`src/rtl/pc_seq_unit_if.sv`:
```
// Control/status bundle between the control unit and the PC sequencer.
// master: control side (drives flow controls), slave: pc_seq_unit.
interface pc_seq_unit_if #(
    parameter int unsigned PC_WIDTH     = 32,
    parameter int unsigned OFFSET_WIDTH = 8
);
    logic                    stall;
    logic                    jump;
    logic                    branch;
    logic                    branch_ne;
    logic                    zero;
    logic                    call;
    logic                    ret;
    logic [OFFSET_WIDTH-1:0] offset;
    logic [PC_WIDTH-1:0]     pc;
    logic                    ras_empty;
    logic                    ras_full;
    logic                    ras_err;

    modport master (
        output stall, jump, branch, branch_ne, zero, call, ret, offset,
        input  pc, ras_empty, ras_full, ras_err
    );

    modport slave (
        input  stall, jump, branch, branch_ne, zero, call, ret, offset,
        output pc, ras_empty, ras_full, ras_err
    );
endinterface

```
`src/rtl/pc_seq_unit.sv`:
```
// Program-counter sequencer: sequential/jump/branch/call/return next-PC selection.
// Optional return-address stack enabled by defining PC_SEQ_RAS_EN.
module pc_seq_unit #(
    parameter int unsigned          PC_WIDTH     = 32,
    parameter int unsigned          OFFSET_WIDTH = 8,
    parameter int unsigned          INSTR_BYTES  = 4,
    parameter int unsigned          RAS_DEPTH    = 4,
    parameter logic [PC_WIDTH-1:0]  RESET_VECTOR = '0
) (
    input  logic          clk,
    input  logic          rst_n,
    pc_seq_unit_if.slave  bus
);
    localparam int unsigned SHIFT = $clog2(INSTR_BYTES);

    logic [PC_WIDTH-1:0] pc_q;
    logic [PC_WIDTH-1:0] next_pc_c;
    logic [PC_WIDTH-1:0] pc_seq_c;
    logic [PC_WIDTH-1:0] offset_ext_c;
    logic [PC_WIDTH-1:0] target_c;
    logic                take_c;
    logic                ras_pop_c;
    logic                ras_hit_c;
    logic [PC_WIDTH-1:0] ras_top_c;

    // Offset counts instructions; sign-extend then scale to bytes.
    assign pc_seq_c     = pc_q + PC_WIDTH'(INSTR_BYTES);
    assign offset_ext_c = PC_WIDTH'($signed(bus.offset));
    assign target_c     = pc_seq_c + (offset_ext_c << SHIFT);
    assign take_c       = bus.call | bus.jump
                        | (bus.branch & bus.zero)
                        | (bus.branch_ne & ~bus.zero);

`ifdef PC_SEQ_RAS_EN
    localparam int unsigned          PTR_W    = (RAS_DEPTH > 1) ? $clog2(RAS_DEPTH) : 1;
    localparam int unsigned          CNT_W    = $clog2(RAS_DEPTH + 1);
    localparam logic [PTR_W-1:0]     PTR_LAST = PTR_W'(RAS_DEPTH - 1);
    localparam logic [CNT_W-1:0]     CNT_MAX  = CNT_W'(RAS_DEPTH);

    logic [PC_WIDTH-1:0] ras_mem [RAS_DEPTH];
    logic [PTR_W-1:0]    wr_ptr_q;
    logic [PTR_W-1:0]    wr_ptr_next_c;
    logic [PTR_W-1:0]    top_ptr_c;
    logic [PTR_W-1:0]    ptr_inc_c;
    logic [CNT_W-1:0]    count_q;
    logic [CNT_W-1:0]    count_next_c;
    logic                err_q;
    logic                err_next_c;
    logic                empty_q;
    logic                full_q;
    logic                push_c;

    // wr_ptr names the next free slot; top of stack sits just below it.
    assign top_ptr_c = (wr_ptr_q == '0) ? PTR_LAST : wr_ptr_q - PTR_W'(1);
    assign ptr_inc_c = (wr_ptr_q == PTR_LAST) ? '0 : wr_ptr_q + PTR_W'(1);
    assign ras_pop_c = ~bus.stall & bus.ret;
    assign push_c    = ~bus.stall & bus.call & ~bus.ret;
    assign ras_hit_c = ~empty_q;
    assign ras_top_c = ras_mem[top_ptr_c];

    always_comb begin
        wr_ptr_next_c = wr_ptr_q;
        count_next_c  = count_q;
        err_next_c    = err_q;
        if (ras_pop_c) begin
            if (empty_q) begin
                err_next_c = 1'b1;
            end else begin
                wr_ptr_next_c = top_ptr_c;
                count_next_c  = count_q - CNT_W'(1);
            end
        end else if (push_c) begin
            // Push on full overwrites the oldest entry, which is the slot at wr_ptr.
            wr_ptr_next_c = ptr_inc_c;
            if (full_q) begin
                err_next_c = 1'b1;
            end else begin
                count_next_c = count_q + CNT_W'(1);
            end
        end
    end

    always_ff @(posedge clk or negedge rst_n) begin
        if (!rst_n) begin
            wr_ptr_q <= '0;
            count_q  <= '0;
            err_q    <= 1'b0;
            empty_q  <= 1'b1;
            full_q   <= 1'b0;
        end else begin
            wr_ptr_q <= wr_ptr_next_c;
            count_q  <= count_next_c;
            err_q    <= err_next_c;
            empty_q  <= (count_next_c == '0);
            full_q   <= (count_next_c == CNT_MAX);
        end
    end

    // Storage needs no reset: the count alone defines which entries are live.
    always_ff @(posedge clk) begin
        if (push_c) begin
            ras_mem[wr_ptr_q] <= pc_seq_c;
        end
    end

    assign bus.ras_empty = empty_q;
    assign bus.ras_full  = full_q;
    assign bus.ras_err   = err_q;
`else
    assign ras_pop_c     = 1'b0;
    assign ras_hit_c     = 1'b0;
    assign ras_top_c     = '0;
    assign bus.ras_empty = 1'b1;
    assign bus.ras_full  = 1'b0;
    assign bus.ras_err   = 1'b0;
`endif

    // Priority: stall, return, call/jump/taken branch, sequential.
    always_comb begin
        next_pc_c = pc_seq_c;
        if (bus.stall) begin
            next_pc_c = pc_q;
        end else if (ras_pop_c) begin
            next_pc_c = ras_hit_c ? ras_top_c : pc_seq_c;
        end else if (take_c) begin
            next_pc_c = target_c;
        end
    end

    always_ff @(posedge clk or negedge rst_n) begin
        if (!rst_n) begin
            pc_q <= RESET_VECTOR;
        end else begin
            pc_q <= next_pc_c;
        end
    end

    assign bus.pc = pc_q;
endmodule
```
`src/flat_wrapper.sv`:
```
// flat-port wrapper written by rule: the top's interface ports become plain ports
module pc_seq_unit_flat 
#(
    parameter int unsigned          PC_WIDTH     = 32,
    parameter int unsigned          OFFSET_WIDTH = 8,
    parameter int unsigned          INSTR_BYTES  = 4,
    parameter int unsigned          RAS_DEPTH    = 4,
    parameter logic [PC_WIDTH-1:0]  RESET_VECTOR = '0
)
  (clk, rst_n, bus_stall, bus_jump, bus_branch, bus_branch_ne, bus_zero, bus_call, bus_ret, bus_offset, bus_pc, bus_ras_empty, bus_ras_full, bus_ras_err);
  pc_seq_unit_if #(.PC_WIDTH(PC_WIDTH), .OFFSET_WIDTH(OFFSET_WIDTH)) bus_i ();
  input  logic clk;
  input  logic rst_n;
  input wire logic [$bits(bus_i.stall)-1:0] bus_stall;
  input wire logic [$bits(bus_i.jump)-1:0] bus_jump;
  input wire logic [$bits(bus_i.branch)-1:0] bus_branch;
  input wire logic [$bits(bus_i.branch_ne)-1:0] bus_branch_ne;
  input wire logic [$bits(bus_i.zero)-1:0] bus_zero;
  input wire logic [$bits(bus_i.call)-1:0] bus_call;
  input wire logic [$bits(bus_i.ret)-1:0] bus_ret;
  input wire logic [$bits(bus_i.offset)-1:0] bus_offset;
  output wire logic [$bits(bus_i.pc)-1:0] bus_pc;
  output wire logic [$bits(bus_i.ras_empty)-1:0] bus_ras_empty;
  output wire logic [$bits(bus_i.ras_full)-1:0] bus_ras_full;
  output wire logic [$bits(bus_i.ras_err)-1:0] bus_ras_err;
  assign bus_i.stall = bus_stall;
  assign bus_i.jump = bus_jump;
  assign bus_i.branch = bus_branch;
  assign bus_i.branch_ne = bus_branch_ne;
  assign bus_i.zero = bus_zero;
  assign bus_i.call = bus_call;
  assign bus_i.ret = bus_ret;
  assign bus_i.offset = bus_offset;
  assign bus_pc = bus_i.pc;
  assign bus_ras_empty = bus_i.ras_empty;
  assign bus_ras_full = bus_i.ras_full;
  assign bus_ras_err = bus_i.ras_err;
  pc_seq_unit #(.PC_WIDTH(PC_WIDTH), .OFFSET_WIDTH(OFFSET_WIDTH), .INSTR_BYTES(INSTR_BYTES), .RAS_DEPTH(RAS_DEPTH), .RESET_VECTOR(RESET_VECTOR)) u_core (.clk(clk), .rst_n(rst_n), .bus(bus_i));
endmodule
```
`config.mk`:
```
export PLATFORM = sky130hd
export DESIGN_NAME = pc_seq_unit_flat
export DESIGN_NICKNAME = d
export VERILOG_FILES = /design/src/rtl/pc_seq_unit_if.sv /design/src/rtl/pc_seq_unit.sv /design/src/flat_wrapper.sv
export SDC_FILE = /design/constraint.sdc
export NUM_CORES = 1
export LEC_CHECK = 0
export BUFFER_PORTS_ARGS = -buffer_cell sky130_fd_sc_hd__buf_2
export CAP_MARGIN = 20
export CORE_MARGIN = 1
export CORE_UTILIZATION = 41
export CTS_BUF_LIST = sky130_fd_sc_hd__clkbuf_16
export CTS_CLUSTER_SIZE = 28
export DETAILED_ROUTE_END_ITERATION = 6
export GPL_TIMING_DRIVEN = 1
export PLACE_DENSITY = 0.63
export SETUP_SLACK_MARGIN = 0.02
export SYNTH_ARGS = -nofsm -noshare
export SYNTH_HDL_FRONTEND = slang
export SYNTH_SLANG_ARGS = --single-unit
export TNS_END_PERCENT = 10
```
`constraint.sdc`:
```
create_clock -name clk -period 5.4 [get_ports clk]
set_input_delay 0.81 -clock clk [delete_from_list [all_inputs] [get_ports clk]]
set_output_delay 0.81 -clock clk [all_outputs]
set_load 0.1 [all_outputs]
```
==> metrics.md, run 1 <==
| Metric | Value |
|---|---|
| Net count, final | 591 |
| Sink Count | 30 |
| Post-route clock skew | 0.00380 ns |
| CP startpoint | u_core.bus.pc[5] |
| Number of synthesized flops with an enable pin | 0 |
| ANT nets after route | 0 |
| HPWL after DPL | 7480 µm |
| Startpoint of the worst register-to-register path | u_core.bus.pc[5] |
| GRT Total Usage | 22.2% |
| Sequential area share after synthesis | 19.5% |
| Number of global-route vias before repair | 3628 |
| Worst-path fanout max | 8 |
| Core Region | 0.00889 mm² |
| First-pass GRT wire length | 17500 µm |
| # hold bufs at CTS | 0 |
| Total routed wirelength | 10400 µm |
| Die ar. | 0.00978 mm² |
| DRT Pass-1 Iters | 5 |
| Post-synthesis xor/xnor area fraction | 10.9% |
| Post_cts resized | 0 |
| Congestion Overflow GR | 0 |
| Yosys top cell area share | 19.5% |
| Post-synthesis area per instance | 7.65 µm² |
| Critical Path RT | 5.61 ns |
| Area contributors post-synth | dfrtp_1, ha_1, a21oi_1, xnor2_1, o21ai_0 |
| Area Growth Syn to Fin | 11.3% |
| IO Pins | 52 |
| Clk buf depth | 2 |
| Compound-Gate Fraction of Synth Area | 25.5% |
| # rows | 34 |
| Setup CP Type | flop to flop |
| Post-route DRC | 0 |
| Routed length per instance | 16.2 µm |
| Initial drt markers | 224 |
| Crit path capture type | flop |
| Asr flop ratio synth | 100% |
| Largest net degree at the start of global routing | 63 |
| Ant. Diodes | 0 |
| Crit path DAT | 4.26 ns |
| Startpoint types | flop |
| Footprint of the multi-input gates | 0.00292 mm² |
| Antenna violations before repair | 0 |
| Worst-skew pair later-pin latency | 0.28 ns |
| Routed vias/inst | 6.00 |
| Synth unique cells | 63 |
| CTS H-tree lvls | 2 |
| Total setup buffers inserted after CTS | 0 |
| I/O Buffers | 45 |
| Worst min-delay path startpoint | u_core.bus.pc[31] |
| Simple-Gate Fraction of Synth Area | 24.8% |
| Final setup fails | 0 |
| Type of the worst min-delay path | flop to flop |
| Area leader, netlist | dfrtp_1 |
| Final TNS setup | 0 ns |
| Top_reg_cell synth | dfrtp_1 |
| Max_cap viols | 0 |
| Die width | 98.9 µm |
| Worst slew pin tran | 0.917 ns |
| Fillers | 860 |
| Die height | 98.9 µm |
| Syn Inst Count | 503 |
| Register area | 751 µm² |
| Reg-to-reg slack, setup | 1.35 ns |
| Clock-pin slew on the worst setup and hold paths | 0.06 ns |
| Max reg flops | 30 |
| Synth Cell Area | 0.00385 mm² |
| Ys Warns | 0 |
| Final Hold Viols | 0 |
| Final Critical Period | 4.05 ns |
| Ratio of final minimum period to clock period | 75.0% |
| Slew Limit Fails | 0 |
| Initial Util | 43.3% |
| Util after Layout | 48.2% |
| Slew HR | 38.6% |
| RSZ-0062 raised after global routing | false |
| Vias | 3871 |
| Max Fclk | 247 MHz |
| FF+latch count, synth | 30 |
| Clk Tree Root Cell | clkbuf_16 |
| GPL Wtd Cong | 0.968 |
| Mux cell area share after synthesis | 1.62% |
| Adder-cell share of the synthesized area | 12.5% |
| Status | completed |
| CTS tree | yes |
| Largest family of logic cells by synthesized area | compound AO/OA/AOI/OAI gates |
| Layout cell share with drive strength beyond 1 | 14.0% |
| Total CTS buffers | 5 |
## cells in the final DEF, fill, tap and decap left out, types with 5 or more instances in the layout
| cell type | n |
|---|---|
| o21ai_0 | 33 |
| xnor2_1 | 33 |
| inv_1 | 15 |
| nor4_1 | 5 |
| nor2_1 | 32 |
| nor3_1 | 13 |
| and3_2 | 5 |
| dfrtp_1 | 30 |
| xor2_1 | 15 |
| and2_1 | 5 |
| ha_1 | 37 |
| nand2_1 | 40 |
| a21o_1 | 18 |
| nand3_1 | 23 |
| buf_2 | 45 |
| and3_1 | 9 |
| o22ai_1 | 6 |
| a21oi_1 | 62 |
| clkbuf_16 | 5 |
| a211oi_1 | 9 |
| conb_1 | 5 |
| nand4_1 | 15 |
## Yosys cell counts (3+ instances only)
cell type	n
a21oi_1	62
nand2_1	40
ha_1	37
o21ai_0	33
xnor2_1	33
nor2_1	32
dfrtp_1	30
nand3_1	23
a21o_1	18
inv_1	15
nand4_1	15
xor2_1	15
clkbuf_1	13
nor3_1	13
a211oi_1	9
and3_1	9
buf_4	7
o22ai_1	6
and2_1	5
and3_2	5
nor4_1	5
a31oi_1	4
buf_1	4
mux2i_1	4
nand2b_1	4
o32ai_1	4
and4_1	3
o211ai_1	3
o21a_1	3
o21bai_1	3
o22a_1	3
or3_1	3
## per-layer routing
metal / vias to the layer above / GRT usage [%] / routed length (µm)
met1: 1819 / 31.0 / 5030
met3: 15 / 2.13 / 466
met5: - / 0 / 0
li1: 1919 / - / -
met2: 118 / 34.7 / 4760
met4: 0 / 9.30 / 176
## through the flow
step / instance area (µm²) / cells / worst slack, ns / hold slack (ns)
3_3_place_gp: 4120 / 637 / 1.56 / 0.464
6_report: 4280 / 645 / 1.35 / 0.472
5_1_grt: 4280 / 645 / 1.02 / 0.493
4_1_cts: 4280 / 645 / 1.42 / 0.480
3_5_place_dp: 4120 / 637 / 1.51 / 0.462
2_1_floorplan: 3860 / 506 / 1.29 / 0.514
## path summary, 6_finish.rpt
path                                endpoint  cells after the start
max                        u_core.bus.pc[31]                     15
min                        u_core.bus.pc[31]                      1
max reg2reg                u_core.bus.pc[31]                     15
min reg2reg                u_core.bus.pc[31]                      1
max in group asynchronous  u_core.bus.pc[26]                      1
min in group asynchronous   u_core.bus.pc[7]                      1
## critical path, cell delays in order (launching register included)
cell	delay, ns
dfrtp_1	0.47
nand4_1	0.23
nor2_1	0.26
nand4_1	0.24
nor2_1	0.24
nand3_1	0.17
xnor2_1	0.17
ha_1	0.40
o21ai_0	0.13
o21ai_0	0.31
a21oi_1	0.18
and3_1	0.21
a21oi_1	0.36
mux2i_1	0.16
nor4_2	0.31
xnor2_1	0.15
## cells by family (layout without fill, tap and decap cells)
family,after synthesis,count (layout)
other,2,5
AND/OR/NAND/NOR,177,177
flip-flops,30,30
buffers and inverters,41,72
AO/OA/AOI/OAI,161,161
adder cells (fa/ha/maj),38,38
XOR/XNOR,48,48
multiplexers,6,6
## cell type report
class	instances	share of cell area [%]
clock inverters	3	0.935
repair buffers	49	5.96
inverters	15	1.31
flip-flops and latches	30	17.5
multi-input cells	435	68.2
well taps	108	3.15
clock buffers	5	2.92
Power of run 1 is left out: the tool's default activity adds up to more than one toggle a clock period on the data nets, which glitch-free logic cannot reach.
==> run 2: changes to the inputs <==
clock period = 3.98 ns   (was 5.4 ns; I/O delays follow)
==> metrics.md, run 2 (same netlist as run 1, synthesis figures left out) <==
| Metric | Value |
|---|---|
| Crit path capture type | flop |
| I/O Buffers | 45 (unchanged) |
| First-pass GRT wire length | 17700 µm (+1.3%) |
| CTS H-tree lvls | 2 (unchanged) |
| Footprint of the multi-input gates | 0.00294 mm² (+0.56%) |
| FF-to-FF End | u_core.bus.pc[31] |
| GPL Wtd Cong | 0.889 (-8.2%) |
| R2r worst-path depth | 15 (unchanged) |
| Met3 wire length | 463 µm (-0.64%) |
| Setup CP Type | flop to flop |
| Startpoint of the worst register-to-register path | u_core.bus.pc[4] |
| Number of global-route vias before repair | 3671 (+1.2%) |
| Ant. Diodes | 0 (unchanged) |
| Routed vias/inst | 5.92 (-1.4%) |
| Antenna violations before repair | 0 (unchanged) |
| M1 WL | 5050 µm (+0.40%) |
| HPWL after DPL | 7850 µm (+4.9%) |
| Total routed wirelength | 10600 µm (+1.5%) |
| Register area | 763 µm² (+1.7%) |
| Area post-placement | 0.00416 mm² (+1.0%) |
| Area Growth Syn to Fin | 12.1% |
| Sink Count | 30 (unchanged) |
| Top Layer Used | met4 |
| Clock-pin slew on the worst setup and hold paths | 0.06 ns (about the same) |
| Fillers | 892 (+3.7%) |
| Max Fclk | 269 MHz (+9.1%) |
| Final Critical Period | 3.71 ns (-0.337 ns) |
| Most frequent cells in the layout | a21oi_1, buf_2, nand2_1 |
| Max_cap viols | 0 (unchanged) |
| Worst-path fanout max | 8 (unchanged) |
| RSZ-0062 raised after global routing | true |
| Startpoint types | flop |
| DRT Pass-1 Iters | 5 (unchanged) |
| Initial drt markers | 188 (-16%) |
| Die height | 98.9 µm (unchanged) |
| Largest net degree at the start of global routing | 39 (-38%) |
| GRT Total Usage | 22.7% (+0.60 points) |
| Clk buf depth | 2 (unchanged) |
| ANT nets after route | 0 (unchanged) |
| Type of the worst min-delay path | primary input to asynchronous set/reset pin |
| Cell area after layout | 0.00432 mm² (+0.76%) |
| Clk Tree Root Cell | clkbuf_16 |
| Final setup fails | 0 (unchanged) |
| Post-route DRC | 0 (unchanged) |
| Slew Limit Fails | 0 (unchanged) |
| Post-route clock skew | 0.00663 ns (+0.00283 ns) |
| Max reg flops | 30 (unchanged) |
| Status | completed |
| CTS tree | yes |
| Worst slew pin tran | 0.920 ns (+0.00278 ns) |
| Die width | 98.9 µm (unchanged) |
| Layout cell share with drive strength beyond 1 | 17.0% (+3.0 points) |
| Die ar. | 0.00978 mm² (unchanged) |
| Critical Path RT | 4.18 ns (-1.43 ns) |
| Reg-to-reg slack, setup | 0.27 ns (-1.08 ns) |
| Worst-skew pair later-pin latency | 0.28 ns (about the same) |
| Total CTS buffers | 5 (unchanged) |
| Commonest non-fill, non-tap cell in the layout | a21oi_1 |
| Final Hold Viols | 0 (unchanged) |
| Ratio of final minimum period to clock period | 93.2% (+18 points) |
| Congestion Overflow GR | 0 (unchanged) |
| Vias | 3841 (-0.77%) |
| Routed length per instance | 16.3 µm (+0.83%) |
| Slew HR | 38.4% (-0.19 points) |
| Routed wl met2 | 4920 µm (+3.4%) |
| CP startpoint | u_core.bus.pc[4] |
| Core Region | 0.00889 mm² (unchanged) |
| Total setup buffers inserted after CTS | 0 (unchanged) |
| # rows | 34 (unchanged) |
| Initial Util | 43.3% (unchanged) |
| Crit path DAT | 3.91 ns (-0.35 ns) |
| IO Pins | 52 (unchanged) |
| Net count, final | 595 (+0.68%) |
==> run 2: cell types whose count changed in the layout (fill, tap and decap cells not counted), moves of 2 or more <==
cell     delta
dfrtp_1    -10
a21oi_1     -2
dfrtp_2    +10
buf_4       +4
a21oi_2     +2
==> run 2: routing by layer <==
| layer | track usage (%) | vias up |
|---|---|---|
| met2 | 37.3 | 106 |
| met5 | 0 | - |
| met1 | 30.8 | 1801 |
| li1 | - | 1921 |
| met4 | 7.23 | 0 |
| met3 | 3.26 | 13 |
==> run 2: worst max-delay path by stage <==
stage,to
3_5_place_dp,u_core.bus.pc[31]
6_report,u_core.bus.pc[31]
3_3_place_gp,u_core.bus.pc[31]
5_1_grt,u_core.bus.pc[31]
2_1_floorplan,u_core.bus.pc[31]
4_1_cts,u_core.bus.pc[31]
==> run 2: worst max-delay path, stage by stage (launching register included) <==
cell and delay [ns]:
dfrtp_2 0.43, nand4_1 0.19, nor2_1 0.22, nand4_1 0.26, nor2_2 0.21, nand3_1 0.15, xnor2_1 0.16, ha_1 0.40
and3_1 0.22, nand3_1 0.10, nor2_1 0.17, o211ai_1 0.24, a21oi_2 0.29, mux2i_1 0.12, nor4_2 0.30, xnor2_1 0.16
==> run 2: metrics by stage <==
step / setup TNS, ns / std cells / util (%) / hold slack, ns / setup slack (ns)
after floorplan: 0 / 506 / - / 0.301 / 0.0290
after global placement: 0 / 641 / 46.8 / 0.475 / 0.281
after detailed placement: 0 / 641 / 46.8 / 0.488 / 0.237
after CTS: 0 / 649 / 48.4 / 0.421 / 0.185
after global routing: -0.0175 / 649 / 48.6 / 0.448 / -0.0175
final: 0 / 649 / 48.6 / 0.384 / 0.269
==> run 2: repair_timing <==
action | 4_1_cts | 5_1_grt
hold buffers | 0 | 0
resized for setup | 0 | 4
endpoints found under the setup margin | 0 | 2
==> run 2: final cells by class <==
cell class                 count  share of cell area, %
multi-input combinational    435                   68.1
sequential                    30                   17.7
timing repair buffer          53                   6.61
tap                          108                   3.13
clock buffer                   5                   2.90
inverter                      15                   1.30
clock inverter                 3                  0.319
Power of run 2 is left out for the same reason.
==> run 3: changes to the inputs <==
CORE_UTILIZATION = 45   (was 41)
GPL_ROUTABILITY_DRIVEN = 1   (was unset)
PLACE_DENSITY = 0.68   (was 0.63)
==> metrics.md, run 3 (same netlist as run 1, synthesis figures left out) <==
| Metric | Value |
|---|---|
| Number of global-route vias before repair | 3516 (-4.2%) |
| Final Critical Period | 3.71 ns (-0.00174 ns) |
| Layout cell share with drive strength beyond 1 | 16.4% (-0.58 points) |
| Type of the worst min-delay path | primary input to asynchronous set/reset pin |
| Max reg flops | 30 (unchanged) |
| Critical Path RT | 4.18 ns (about the same) |
| CTS tree | yes |
| RSZ-0062 raised after global routing | true |
| Antenna violations before repair | 0 (unchanged) |
| GRT Total Usage | 24.6% (+1.9 points) |
| Initial drt markers | 280 (+49%) |
| Final TNS setup | 0 ns (unchanged) |
| Status | completed |
| CTS H-tree lvls | 2 (unchanged) |
| Total CTS buffers | 5 (unchanged) |
| Clk Tree Root Cell | clkbuf_16 |
| Die ar. | 0.00893 mm² (-8.7%) |
| Crit path DAT | 3.91 ns (about the same) |
| # rows | 33 (-2.9%) |
| Top delay family on crit path | compound AO/OA/AOI/OAI gates |
| Area Growth Syn to Fin | 11.9% |
| Vias | 3921 (+2.1%) |
| Reg-to-reg slack, setup | 0.27 ns (about the same) |
| CP max-delay cell | dfrtp_2 |
| Post-route clock skew | 0.00791 ns (+0.00128 ns) |
| Worst slew pin tran | 1.05 ns (+0.127 ns) |
| First-pass GRT wire length | 17300 µm (-2.7%) |
| Slew HR | 30.2% (-8.2 points) |
| Clock-pin slew on the worst setup and hold paths | 0.06 ns (about the same) |
| I/O Buffers | 45 (unchanged) |
| Final Hold Viols | 0 (unchanged) |
| FF-to-FF End | u_core.bus.pc[30] |
| Congestion Overflow GR | 0 (unchanged) |
| Largest net degree at the start of global routing | 63 (+62%) |
| Worst-path fanout max | 8 (unchanged) |
| Ratio of final minimum period to clock period | 93.2% (about the same) |
| Total routed wirelength | 10500 µm (-1.1%) |
| Slew Limit Fails | 0 (unchanged) |
| Die width | 94.5 µm (-4.5%) |
| Final setup fails | 0 (unchanged) |
| Core Region | 0.00826 mm² (-7.1%) |
| Routed length per instance | 16.2 µm (-0.84%) |
| Max incr delay on CP | 0.43 ns (about the same) |
| Initial Util | 46.6% (+3.3 points) |
| Startpoint types | flop |
| Crit path capture type | flop |
| R2r worst-path depth | 16 (+1) |
| ANT nets after route | 0 (unchanged) |
| Max Fclk | 270 MHz (about the same) |
| Max_cap viols | 0 (unchanged) |
| CP cell instances | nand4_1, nor2_1, nand4_1, nor2_1, nand3_1, xnor2_1, ha_1, buf_4, a21o_1, a21o_1, a21oi_1, o221a_2, o2111a_1, a311oi_1, nand3b_1, o211ai_1 |
| Worst-skew pair later-pin latency | 0.28 ns (about the same) |
| Most frequent cells in the layout | a21oi_1, buf_2, nand2_1 |
| Net count, final | 596 (+0.17%) |
| Total setup buffers inserted after CTS | 0 (unchanged) |
| HPWL after DPL | 7670 µm (-2.2%) |
| Ant. Diodes | 0 (unchanged) |
| Post_cts resized | 0 (unchanged) |
| Util after Layout | 52.2% (+3.6 points) |
| # hold bufs at CTS | 0 (unchanged) |
| Clk buf depth | 2 (unchanged) |
| Setup CP Type | flop to flop |
| Commonest non-fill, non-tap cell in the layout | a21oi_1 |
| Startpoint of the worst register-to-register path | u_core.bus.pc[4] |
| Sink Count | 30 (unchanged) |
| CP Buf/Inv Count | 1 (+1) |
| DRT Pass-1 Iters | 5 (unchanged) |
| Routed vias/inst | 6.06 (+2.4%) |
| IO Pins | 52 (unchanged) |
| Post-route DRC | 0 (unchanged) |
| Die height | 94.5 µm (-4.5%) |
| GPL Wtd Cong | 0.885 (-0.47%) |
## run 3: cell count changes in the layout (fill, tap and decap cells not counted), sizes merged
cell  before  now
buf       53   54
## run 3: worst max-delay path by stage
stage | endpoint | startpoint | slack, ns | cells past startpoint
floorplan | u_core.bus.pc[31] | u_core.bus.pc[14] | 0.03 | 14
global placement | u_core.bus.pc[31] | u_core.bus.pc[5] | 0.31 | 15
detailed placement | u_core.bus.pc[31] | u_core.bus.pc[4] | 0.23 | 15
CTS | u_core.bus.pc[31] | u_core.bus.pc[4] | 0.21 | 15
global route | u_core.bus.pc[30] | u_core.bus.pc[5] | 0.0009 | 16
finish | u_core.bus.pc[30] | u_core.bus.pc[4] | 0.27 | 16
## run 3: area by class of cell
cell class | count | area [µm²]
Inverter | 15 | 56.3
Tap cell | 105 | 131
Multi-Input combinational cell | 435 | 2930
Clock buffer | 5 | 125
Sequential cell | 30 | 763
Timing Repair Buffer | 54 | 293
Fill cell | 779 | 3950
Clock inverter | 3 | 12.5
## run 3: per-stage QoR
step,instances,setup WS [ns],cell area [µm²],hold WS [ns]
after CTS,647,0.214,4300,0.414
after floorplan,506,0.0290,3870,0.301
final,647,0.271,4310,0.388
after detailed placement,639,0.225,4170,0.459
after global routing,647,0.000870,4310,0.460
after global placement,639,0.310,4170,0.469
## run 3: layer usage
metal | track usage [%] | vias to the layer above | part of all wire [%] | wire (µm)
li1 | - | 1927 | - | -
met4 | 6.31 | 0 | 1.4 | 148
met1 | 33.5 | 1824 | 46 | 4790
met5 | 0 | - | 0 | 0
met2 | 40.5 | 158 | 47 | 4910
met3 | 3.86 | 12 | 5.8 | 605
Power of run 3 is left out for the same reason.
